--- config.mk ---
export PLATFORM = sky130hd
export DESIGN_NAME = enc_64b
export DESIGN_NICKNAME = d
export VERILOG_FILES = /design/src/rtl/enc_64b.sv
export SDC_FILE = /design/constraint.sdc
export NUM_CORES = 1
export LEC_CHECK = 0
export ABC_CLOCK_PERIOD_IN_PS = 3000
export CAP_MARGIN = 20
export CELL_PAD_IN_SITES_DETAIL_PLACEMENT = 1
export CELL_PAD_IN_SITES_GLOBAL_PLACEMENT = 2
export CORE_ASPECT_RATIO = 1.25
export CORE_MARGIN = 2
export CORE_UTILIZATION = 32
export DETAILED_ROUTE_END_ITERATION = 7
export GPL_TIMING_DRIVEN = 0
export PLACE_DENSITY_LB_ADDON = 0.15
export SKIP_CTS_REPAIR_TIMING = 1
export SKIP_LAST_GASP = 1
export SYNTH_ARGS = -nofsm -noshare
export SYNTH_HDL_FRONTEND = slang
export SYNTH_SLANG_ARGS = --single-unit
--- constraint.sdc ---
create_clock -name clk_i -period 3 [get_ports clk_i]
set_input_delay 0.6 -clock clk_i [delete_from_list [all_inputs] [get_ports clk_i]]
set_output_delay 0.6 -clock clk_i [all_outputs]
set_load 0.02 [all_outputs]
--- src/rtl/enc_64b.sv ---
// enc_64b: pipelined 64-to-6 priority encoder with zero and multi-hot flags.
// Stage 1 reduces each 8-bit group to {any, local index, multi}; stage 2
// picks the winning group and forms {group, local index}. Stage 2 is either
// registered (REG_OUT=1, latency 2) or combinational from stage 1 (latency 1).
//
// Handshake: a word moves across a port on any rising edge where that port's
// valid and ready are both high. A producer holds valid and data steady until
// the transfer. in_ready_o depends only on pipeline state and out_ready_i,
// never on in_valid_i. While out_valid_o && !out_ready_i the out_* values do
// not change.
module enc_64b #(
  parameter bit REG_OUT   = 1'b1,
  parameter bit MSB_FIRST = 1'b0
) (
  input  logic        clk_i,
  input  logic        rst_i,
  input  logic [63:0] in_data_i,
  input  logic        in_valid_i,
  output logic        in_ready_o,
  output logic [5:0]  out_data_o,
  output logic        out_zero_o,
  output logic        out_multi_o,
  output logic        out_valid_o,
  input  logic        out_ready_i
);

  // Stage 1 state: one valid bit plus per-group summaries.
  logic       s1_valid_q;
  logic [7:0] s1_any_q, s1_any_d;
  logic [7:0] s1_multi_q, s1_multi_d;
  logic [2:0] s1_idx_q [8];
  logic [2:0] s1_idx_d [8];

  // Flow control between stages.
  logic s1_adv;
  logic s1_load;

  // Stage 2 combinational result computed from stage 1 registers.
  logic [2:0] win_g;
  logic [5:0] idx_c;
  logic       zero_c;
  logic       multi_c;

  assign in_ready_o = !s1_valid_q || s1_adv;
  assign s1_load    = in_valid_i && in_ready_o;

  // Per-group reduction of the incoming word: any bit, winning bit, multi-hot.
  always_comb begin
    logic [7:0] grp;
    for (int g = 0; g < 8; g++) begin
      grp           = in_data_i[8*g +: 8];
      s1_any_d[g]   = |grp;
      s1_multi_d[g] = (grp & (grp - 8'd1)) != 8'd0;
      s1_idx_d[g]   = 3'd0;
      if (MSB_FIRST) begin
        for (int b = 0; b < 8; b++)
          if (grp[b]) s1_idx_d[g] = 3'(b);
      end else begin
        for (int b = 7; b >= 0; b--)
          if (grp[b]) s1_idx_d[g] = 3'(b);
      end
    end
  end

  // Stage 1 valid: fill on input transfer, empty when content advances.
  always_ff @(posedge clk_i) begin
    if (rst_i)        s1_valid_q <= 1'b0;
    else if (s1_load) s1_valid_q <= 1'b1;
    else if (s1_adv)  s1_valid_q <= 1'b0;
  end

  // Stage 1 data: captured on every accepted word, no reset needed.
  always_ff @(posedge clk_i) begin
    if (s1_load) begin
      s1_any_q   <= s1_any_d;
      s1_multi_q <= s1_multi_d;
      for (int g = 0; g < 8; g++) s1_idx_q[g] <= s1_idx_d[g];
    end
  end

  // Winning group selection and final index/flag formation.
  always_comb begin
    win_g = 3'd0;
    if (MSB_FIRST) begin
      for (int g = 0; g < 8; g++)
        if (s1_any_q[g]) win_g = 3'(g);
    end else begin
      for (int g = 7; g >= 0; g--)
        if (s1_any_q[g]) win_g = 3'(g);
    end
    idx_c   = {win_g, s1_idx_q[win_g]};
    zero_c  = ~|s1_any_q;
    // More than one group active, or the winning group itself is multi-hot.
    multi_c = ((s1_any_q & (s1_any_q - 8'd1)) != 8'd0) || s1_multi_q[win_g];
  end

  if (REG_OUT) begin : g_reg_out
    logic       s2_valid_q;
    logic [5:0] s2_data_q;
    logic       s2_zero_q;
    logic       s2_multi_q;

    assign s1_adv = !s2_valid_q || out_ready_i;

    // Output register: load from stage 1 when it advances, drain on accept.
    always_ff @(posedge clk_i) begin
      if (rst_i) begin
        s2_valid_q <= 1'b0;
        s2_data_q  <= 6'd0;
        s2_zero_q  <= 1'b0;
        s2_multi_q <= 1'b0;
      end else if (s1_valid_q && s1_adv) begin
        s2_valid_q <= 1'b1;
        s2_data_q  <= zero_c ? 6'd0 : idx_c;
        s2_zero_q  <= zero_c;
        s2_multi_q <= multi_c;
      end else if (out_ready_i) begin
        s2_valid_q <= 1'b0;
      end
    end

    assign out_valid_o = s2_valid_q;
    assign out_data_o  = s2_data_q;
    assign out_zero_o  = s2_zero_q;
    assign out_multi_o = s2_multi_q;
  end else begin : g_comb_out
    assign s1_adv = out_ready_i;

    // Outputs are forced to their idle values whenever stage 1 is empty.
    assign out_valid_o = s1_valid_q;
    assign out_data_o  = (s1_valid_q && !zero_c) ? idx_c : 6'd0;
    assign out_zero_o  = s1_valid_q && zero_c;
    assign out_multi_o = s1_valid_q && multi_c;
  end

endmodule

==> metrics.txt <==
status finished clean; cts bufs inserted 5; total number of vias 2,855; remaining antenna violation count 0; Clk pwr share 33.7%; asr flop ratio synth 0%; Seq cells post-synth 50; CP dominant cell by count clkdlybuf4s50_1; Comb pwr share 17.3%; hold path endpoint out_zero_o; Row Count 39; sw power 390 uW; RR Startpoint s1_any_q[6]; core area 9220 um2; min-delay src out_zero_o; Yosys warning total 0; Unique masters post-synth 42; HP Class flip-flop to flip-flop; hold depth 2; final slew viol count 0; final WL 7900 um; Worst Path Buf+Inv 2; Setup crit start kind input pin; drc violations 0; grt ovf 0; CP Capture Type output pin; Initial Util 33.2%; fraction of layout cells with a size suffix above 1 4.10%; syn_area_per_cell 9.29 um2; Bufs on Longest Clock Path 2; sw frac 24.0%; final hold violations 0; number of synthesized flops with an enable pin 40; Detailed Place HPWL 6260 um; vias in the first global route 2,820; FF-to-FF setup slack 730 ps; TNS Setup 0 ps; first-pass detailed-route iteration total 4; pwr dens 393 nW/um2; Synth area leaders edfxtp_1 (39%), dfxtp_1 (6.5%), nor2_1 (6.4%); fmax 397 MHz; H-tree level count 2; die area 10,400 um2; Seq pwr share 49.0%; GPL Wtd Cong 0.747; vias per std cell 5.31; Port-buffer cells 77; worst r2r dst out_data_o[0]; initial drt markers 96; fin crit share 84.0%; worst IR drop on VDD 0.000239 V; max incr delay on CP 540 ps; total power 1630 uW; WP data required 2400 ps; Pint 1240 uW; Yosys top cell area share 39.2%; worst slew pin tran 975 ps; die width 91.5 um; worst rel slew slack 35.0%; first-pass GRT wire length 13,000 um; CTS tree done; Crit Path Class input pin to output pin; # nets final 482; Clock Latency Late Sink 290 ps; gr usage total 15.3%; Crit path depth 4; Clk pin slew, worst setup/hold paths 60 ps; Mapped Nets 398; Slowest cell on crit path clkdlybuf4s50_1; # clock sinks 50; minimum clock period 2520 ps; Synth Cell Area 3060 um2; post-DR wirelength/cell 14.7 um; delay-heaviest family, CP buffers and inverters; commonest register cell after synthesis edfxtp_1; CP arrival 1920 ps; most area-hungry cell type in the Yosys netlist edfxtp_1; post-synthesis sequential area ratio 45.7%; Reg2Reg Depth 6; clk root buf clkbuf_16; die height 113 um; Mapped Cells 330; leakage 0.00130 uW; unrepaired setup endpoints after global routing false; Max Cap Violations 0; Setup Viol. Count Final 0; worst path cell trace clkdlybuf4s50_1 > nor2b_1 > nand2_1 > clkdlybuf4s50_1; num ports 78; Syn-to-layout area delta 35.0%; Critical Path Fanout Max 5; n_diodes 0; initial antenna violation count 0; Max Clock Skew 6.99 ps; largest net degree at the start of global routing 41
## through the flow
stage          worst slack (ps)  cell area, um2  std cells  hold WS [ps]  util [%]
2_1_floorplan               731            3060        330           496         -
6_report                    480            4140        538           492      44.9
3_5_place_dp                214            3990        530           489      43.3
5_1_grt                     382            4140        538           512      44.9
3_3_place_gp               55.7            3990        530           468      43.3
4_1_cts                     459            4140        538           500      44.9
## state kept, by name (all words and copies together) (netlist names)
register	cells
out_data_o	6
out_multi_o	1
out_valid_o	1
out_zero_o	1
s1_any_q	8
s1_idx_q	24
s1_multi_q	8
s1_valid_q	1
## routing by layer
layer | track usage, % | share of wire (%)
met1 | 19.2 | 45
met2 | 27.0 | 50
met3 | 2.51 | 3.3
met4 | 4.44 | 1.6
met5 | 0 | 0
## synthesized netlist by cell type (7+ instances only)
cell type	n
nor2_1	52
o21ai_1	8
or4_1	7
edfxtp_1	40
o22a_1	9
nor4_1	17
maj3_1	15
dfxtp_1	10
nor3_1	35
a21oi_1	22
nand2b_1	8
o21bai_1	8
nand2_1	16
inv_1	21
o32ai_1	7
## worst max-delay path by stage
| stage | start | slack (ps) | endpoint |
|---|---|---|---|
| after CTS | out_ready_i | 460 | in_ready_o |
| after floorplan | out_ready_i | 730 | s1_any_q[0] |
| after global routing | out_ready_i | 380 | in_ready_o |
| after global placement | out_ready_i | 60 | s1_idx_q[6][2] |
| final | out_ready_i | 480 | in_ready_o |
| after detailed placement | in_data_i[18] | 210 | s1_multi_q[2] |
## power by group through the flow
stage	Sequential (uW)	Combinational, uW	Clock, uW
floorplan	814	106	0
global placement	812	275	0
detailed placement	813	284	0
CTS	798	284	575
global route	800	310	594
finish	797	281	548
## layout by cell type (no fill, tap or decap), types with 2 or more instances in the layout
cell type,count
edfxtp_1,40
a211oi_1,6
a22oi_1,4
nor2_1,52
o21bai_1,8
clkdlybuf4s50_1,77
clkbuf_1,3
buf_2,2
o21ai_0,6
o211ai_1,3
nor3_1,35
nor2b_1,3
o22a_1,9
clkbuf_16,5
nand2b_1,8
maj3_1,15
a211o_1,3
nand2_1,16
o21ai_1,8
dfxtp_1,10
or4_1,7
nor4_1,17
mux2i_1,4
inv_1,21
o32ai_1,7
a2111oi_0,2
a311oi_1,2
a21oi_1,22
mux4_2,2
## worst reg2reg max path, stage by stage (launching register included)
cell	delay, ps
edfxtp_1	490
nor2_1	150
o31a_1	270
nor3_1	620
mux4_2	430
nand2_1	90
o211ai_1	80
## layout make-up
type                       count  area [um2]
tap                          123         154
clock buffer                   5         125
clock inverter                 3        21.3
timing repair buffer          77         771
fill                        1052        5090
sequential                    50        1400
inverter                      21        78.8
multi-input combinational    254        1560
buffer                         5        21.3
## logic make-up (layout without fill, tap and decap cells)
family | count (synthesis) | in the layout | share of synthesized area [%]
muxes | 6 | 6 | 2.78
buffers and inverters | 26 | 111 | 3.27
and+or+nand+nor | 144 | 144 | 23.0
DFF | 50 | 50 | 45.7
adders and majority gates | 15 | 15 | 4.90
AOI/OAI and AO/OA | 89 | 89 | 20.3
Note: power is estimated with default switching activity, not from simulation.
